[config.mk]
export PLATFORM = sky130hd
export DESIGN_NAME = muldiv_iter
export DESIGN_NICKNAME = d
export VERILOG_FILES = /design/src/rtl/muldiv_iter.sv
export SDC_FILE = /design/constraint.sdc
export NUM_CORES = 1
export LEC_CHECK = 0
export ABC_AREA = 0
export CAP_MARGIN = 20
export CORE_MARGIN = 10
export CORE_UTILIZATION = 56
export CTS_CLUSTER_DIAMETER = 200
export DETAILED_ROUTE_END_ITERATION = 16
export GPL_TIMING_DRIVEN = 0
export PLACE_DENSITY = 0.81
export RECOVER_POWER = 50
export SYNTH_ARGS = -nofsm -noshare
export SYNTH_HDL_FRONTEND = slang
export SYNTH_SLANG_ARGS = --single-unit
export TNS_END_PERCENT = 50
[constraint.sdc]
create_clock -name clk -period 9.4 [get_ports clk]
set_input_delay 1.88 -clock clk [delete_from_list [all_inputs] [get_ports clk]]
set_output_delay 1.88 -clock clk [all_outputs]
set_load 0.005 [all_outputs]
[src/rtl/muldiv_iter.sv]
// Iterative multiply/divide engine for the EX stage.
// One bit per cycle: shift-add multiply (LSB first), restoring divide (MSB first).
// Returns {hi, lo}: the full product for multiplies, {remainder, quotient} for divides.
// Op encoding on op_i: 00 mult, 01 multu, 10 div, 11 divu (bit1 = divide, bit0 = unsigned).
module muldiv_iter #(
  parameter int unsigned WIDTH = 32,
  parameter int unsigned CNT_W = $clog2(WIDTH) + 1
) (
  input  logic                 clk,
  input  logic                 rst,
  input  logic                 start_i,
  input  logic [1:0]           op_i,
  input  logic [WIDTH-1:0]     opdata1_i,
  input  logic [WIDTH-1:0]     opdata2_i,
  input  logic                 annul_i,
  output logic                 busy_o,
  output logic                 ready_o,
  output logic [2*WIDTH-1:0]   result_o,
  output logic                 div_by_zero_o
);

  localparam int unsigned DW = 2 * WIDTH;

  localparam logic [1:0] S_IDLE = 2'd0;
  localparam logic [1:0] S_CALC = 2'd1;
  localparam logic [1:0] S_DONE = 2'd2;

  logic [1:0]       r_state;
  logic [1:0]       w_next;

  logic             r_is_div;
  logic             r_neg_res;
  logic             r_neg_rem;
  logic [WIDTH-1:0] r_a;
  logic [WIDTH-1:0] r_b;
  logic [DW-1:0]    r_acc;
  logic [WIDTH-1:0] r_rem;
  logic [CNT_W-1:0] r_cnt;
  logic             r_busy;
  logic             r_ready;
  logic [DW-1:0]    r_result;
  logic             r_dbz;

  logic             w_op_div;
  logic             w_op_signed;
  logic             w_sa;
  logic             w_sb;
  logic [WIDTH-1:0] w_mag1;
  logic [WIDTH-1:0] w_mag2;
  logic             w_accept;
  logic             w_div_zero;
  logic             w_last;

  logic [WIDTH:0]   w_add;
  logic [WIDTH:0]   w_sum;
  logic [DW-1:0]    w_acc_nxt;

  logic [WIDTH:0]   w_shift;
  logic             w_qbit;
  logic [WIDTH-1:0] w_diff;
  logic [WIDTH-1:0] w_rem_nxt;
  logic [WIDTH-1:0] w_quo_nxt;

  logic [DW-1:0]    w_prod_fix;
  logic [WIDTH-1:0] w_quo_fix;
  logic [WIDTH-1:0] w_rem_fix;
  logic [DW-1:0]    w_result;

  // Operand decode: signs and magnitudes (magnitudes are unsigned, so -2^(W-1) is exact)
  always_comb begin
    w_op_div    = op_i[1];
    w_op_signed = ~op_i[0];
    w_sa        = w_op_signed & opdata1_i[WIDTH-1];
    w_sb        = w_op_signed & opdata2_i[WIDTH-1];
    w_mag1      = w_sa ? (~opdata1_i + WIDTH'(1)) : opdata1_i;
    w_mag2      = w_sb ? (~opdata2_i + WIDTH'(1)) : opdata2_i;
    w_accept    = (r_state == S_IDLE) & start_i & ~annul_i;
    w_div_zero  = w_op_div & (opdata2_i == '0);
    w_last      = (r_state == S_CALC) & (r_cnt == CNT_W'(1));
  end

  // One iteration step for both operations plus the sign fix-up of the final step
  always_comb begin
    // multiply: lo half of the accumulator holds the multiplier and is retired LSB first
    w_add     = r_acc[0] ? {1'b0, r_a} : '0;
    w_sum     = {1'b0, r_acc[DW-1:WIDTH]} + w_add;
    w_acc_nxt = {w_sum, r_acc[WIDTH-1:1]};

    // restoring divide: WIDTH+1-bit partial remainder, dividend shifted out MSB first
    w_shift   = {r_rem, r_a[WIDTH-1]};
    w_qbit    = (w_shift >= {1'b0, r_b});
    w_diff    = WIDTH'(w_shift - {1'b0, r_b});
    w_rem_nxt = w_qbit ? w_diff : w_shift[WIDTH-1:0];
    w_quo_nxt = {r_a[WIDTH-2:0], w_qbit};

    w_prod_fix = r_neg_res ? (~w_acc_nxt + DW'(1)) : w_acc_nxt;
    w_quo_fix  = r_neg_res ? (~w_quo_nxt + WIDTH'(1)) : w_quo_nxt;
    w_rem_fix  = r_neg_rem ? (~w_rem_nxt + WIDTH'(1)) : w_rem_nxt;
    w_result   = r_is_div ? {w_rem_fix, w_quo_fix} : w_prod_fix;
  end

  // State register
  always_ff @(posedge clk) begin
    if (rst) begin
      r_state <= S_IDLE;
    end else begin
      r_state <= w_next;
    end
  end

  // Next-state logic; an annul sampled on the final CALC edge skips DONE entirely
  always_comb begin
    w_next = r_state;
    case (r_state)
      S_IDLE: begin
        if (w_accept) begin
          w_next = w_div_zero ? S_DONE : S_CALC;
        end
      end
      S_CALC: begin
        if (annul_i) begin
          w_next = S_IDLE;
        end else if (r_cnt == CNT_W'(1)) begin
          w_next = S_DONE;
        end
      end
      S_DONE:  w_next = S_IDLE;
      default: w_next = S_IDLE;
    endcase
  end

  // Datapath, iteration counter and registered outputs
  always_ff @(posedge clk) begin
    if (rst) begin
      r_cnt    <= '0;
      r_busy   <= 1'b0;
      r_ready  <= 1'b0;
      r_result <= '0;
      r_dbz    <= 1'b0;
    end else begin
      r_busy  <= (w_next != S_IDLE);
      r_ready <= (w_next == S_DONE);
      if (w_accept) begin
        r_is_div  <= w_op_div;
        r_neg_res <= w_sa ^ w_sb;
        r_neg_rem <= w_sa;
        r_a       <= w_mag1;
        r_b       <= w_mag2;
        r_acc     <= {WIDTH'(0), w_mag2};
        r_rem     <= '0;
        r_cnt     <= CNT_W'(WIDTH);
        if (w_div_zero) begin
          r_result <= {opdata1_i, {WIDTH{1'b1}}};
          r_dbz    <= 1'b1;
        end
      end else if (r_state == S_CALC) begin
        r_cnt <= r_cnt - CNT_W'(1);
        if (r_is_div) begin
          r_a   <= w_quo_nxt;
          r_rem <= w_rem_nxt;
        end else begin
          r_acc <= w_acc_nxt;
        end
        if (w_last && !annul_i) begin
          r_result <= w_result;
          r_dbz    <= 1'b0;
        end
      end
    end
  end

  assign busy_o        = r_busy;
  assign ready_o       = r_ready;
  assign result_o      = r_result;
  assign div_by_zero_o = r_dbz;

endmodule
==> reports/results.tsv <==
metric	value	unit
core	32700	um2
grt_usage	0.366	
hold_buffers	0	
area_growth	16.2	%
clkSinkCount	238	
grt_setup_unrepaired	no	
ys_seq_area_frac	0.343	
min_period	7.95	ns
htreeDepth	1	
grt_overflow_total	0	
synthFlopType	edfxtp_1	
grt_pass1_wl	116	mm
grt_start_max_net_pins	36	
fill_cells	2665	
p_seq_frac	0.381	
numCtsBuffers	28	
synth_edf_count	163	
fmax	126	MHz
cts_setup_buffers	0	
cts_root_buf	clkbuf_16	
yosysWarnings	0	
cts_tree	yes	
hold_violations	0	
wl_met3	10.3	mm
syn-num-nets	2397	
routed.top_layer	met5	
antenna_left	0	
clkPwrFrac	0.382	
relSlewSlack	-0.346	
cts_resized	0	
ys_ff_latch	238	
netlist_area	18600	um2
drc_errors	0	
status	finished with violations	
rows	66	
wl_met1	30.8	mm
routed-wl-met2	33.8	mm
path_class	register to register	
dp_hpwl	62.5	mm
peakVddDrop	140	uV
power_density	148	nW/um2
nets	2566	
antenna_found_initial	3	
fin_setup_tns	0	ns
setup_viol	0	
syn-instance-count	2254	
ys_types	93	
grt_pass1_vias	18200	
holdWs	0.445	ns
power_switching_share	0.325	
ys_async_sr_fraction	0	
path_clk_slew	0.07	ns
pin_count	137	
cp-start-kind	register	
io_buffers	135	
start_util	0.570	
crit_fanout	10	
dieArea	41000	um2
avgSynthCellArea	8.27	um2
clk_latency	0.56	ns
cp-end-kind	register	
r2r-end	result_o[58]	
violations	capacitance limit, slew limit	
crit_required	9.86	ns
ctsLongestPathBuffers	3	
p_int	2160	uW
hp-class	register to register	
arrival	8.41	ns
reg2reg_from	r_b[27]	
drive_above_1_share	0.0507	
fp.dieH	202	um
routedWlPerCell	27.1	um
reg2reg_depth	22	
vias_per_cell	6.77	
vias	19500	
totalWireLength	78.3	mm
maxCapViolCount	1	
hp-start	result_o[44]	
dr.pass1.iters	6	
maxSlewViolCount	35	
worstHoldEndpoint	result_o[44]	
comb_power_share	0.237	
drt_iter0_drc	2960	
dieWidth	202	um
power.leakage	0.00819	uW
netSwitchingPower	1040	uW
period_share	0.845	
whs_path_depth	2	
rrSetupSlack	1.45	ns
fin_skew	0.0169	ns
worstMarginPinSlew	2.02	ns
place_congestion	1.06	
## layer usage
metal,vias to the layer above,global-route usage
met1,9347,0.496
met3,220,0.0927
met2,1393,0.555
met5,-,0
li1,8574,-
met4,4,0.129
## critical path, cell delays in order (launching register included)
cell and delay (ns):
edfxtp_1 0.47, inv_1 0.08, ha_1 0.27, clkbuf_1 0.32
nand4_1 0.33, nor4_1 0.62, nand4_1 0.17, a31oi_1 0.37
or3_1 0.17, clkbuf_1 0.31, clkbuf_1 0.52, clkbuf_1 0.58
clkbuf_1 0.58, nand2_1 0.10, o21ai_0 0.22, ha_1 0.30
nand2_1 0.08, nor4_1 0.66, a41oi_1 0.47, nor3_2 0.48
a31oi_1 0.20, xor2_1 0.24, a221oi_1 0.29
## metrics by stage
| step | worst slack, ns | utilization | cell area [um2] | cells | total power [uW] |
|---|---|---|---|---|---|
| detailed placement | 2.12 | 0.631 | 20600 | 2835 | 1960 |
| global route | 1.18 | 0.662 | 21700 | 2887 | 3270 |
| CTS | 2.09 | 0.663 | 21700 | 2887 | 3150 |
| finish | 1.45 | 0.662 | 21700 | 2888 | 3200 |
| global placement | 0.473 | 0.628 | 20500 | 2831 | 1940 |
| floorplan | 3.21 | - | 18600 | 2254 | 1680 |
## sequential cells by signal, indices dropped and copies added (netlist names)
register	cells
r_acc	64
r_a	32
r_neg_rem	1
r_rem	32
busy_o	1
div_by_zero_o	1
r_neg_res	1
result_o	64
ready_o	1
r_state	2
r_b	32
r_is_div	1
r_cnt	6
## cells in the final DEF, fill, tap and decap left out, types with 29 or more instances in the layout
cell type,netlist,layout
edfxtp_1,163,163
dfxtp_1,75,75
a21oi_1,151,151
xnor2_1,118,118
ha_1,71,71
a211oi_1,43,43
o211ai_1,30,30
nor4_1,39,39
nand2_1,290,290
xor2_1,99,99
nor3_1,81,81
dlygate4sd3_1,1,74
clkbuf_16,0,31
o31ai_1,43,43
nand3_1,39,39
clkdlybuf4s50_1,0,62
nor2_1,234,232
o21ai_0,156,156
and2_1,51,46
inv_1,77,77
clkbuf_1,86,99
mux2i_1,29,29
## cell usage after synthesis (all sizes together) (9+ instances only)
cell / count / area [um2]
o22ai: 14 / 87.6
nor2: 234 / 878
a221oi: 11 / 103
a211oi: 43 / 323
xnor2: 119 / 1050
mux2i: 29 / 290
a21oi: 151 / 756
nor4: 40 / 256
nor3: 83 / 425
dfxtp: 75 / 1500
ha: 71 / 888
o21ai: 157 / 786
clkbuf: 94 / 424
or2: 9 / 56.3
nor2b: 11 / 68.8
nand4: 24 / 156
a21o: 20 / 150
o31ai: 44 / 344
nand2b: 22 / 138
o211ai: 31 / 246
nand3: 39 / 195
o21a: 11 / 82.6
buf: 23 / 111
o221a: 9 / 101
a31oi: 24 / 165
edfxtp: 163 / 4890
nand2: 290 / 1090
o41ai: 15 / 131
and2: 54 / 342
and3: 21 / 134
or3: 24 / 151
inv: 77 / 289
or4: 16 / 131
xor2: 99 / 867
## worst max-delay path by stage
| stage | end | startpoint | slack, ns | cells after the start |
|---|---|---|---|---|
| 2_1_floorplan | r_acc[0] | annul_i | 3.21 | 5 |
| 3_3_place_gp | r_acc[20] | annul_i | 0.47 | 6 |
| 3_5_place_dp | result_o[58] | r_b[27] | 2.12 | 22 |
| 4_1_cts | result_o[58] | r_b[27] | 2.09 | 22 |
| 5_1_grt | result_o[58] | r_b[27] | 1.18 | 22 |
| 6_report | result_o[58] | r_b[27] | 1.45 | 22 |
## layout make-up
cell class                      instances  area [um2]  area share
Tap cell                              442         553      0.0255
Clock buffer                           38         832      0.0384
Antenna cell                            1        2.50    0.000116
Clock inverter                         14         198     0.00913
Multi-Input combinational cell       1820       11400       0.527
Timing Repair Buffer                  139        1420      0.0653
Sequential cell                       238        6400       0.295
Buffer                                118         544      0.0251
Inverter                               78         293      0.0135
## kinds of logic after synthesis
kind of cell    share of synthesized area
compound gates                      0.210
mux                                0.0186
fa+ha+maj                          0.0498
flops                               0.343
xor+xnor                            0.103
simple gates                        0.230
buf+inv                            0.0450
## power by group through the flow
stage	sequential [uW]	combinational (uW)	clock [uW]
2_1_floorplan	1220	464	0
3_3_place_gp	1240	705	0
3_5_place_dp	1240	725	0
4_1_cts	1210	731	1210
5_1_grt	1220	804	1250
6_report	1220	760	1220
No activity file was read; power rests on OpenSTA's default activity.
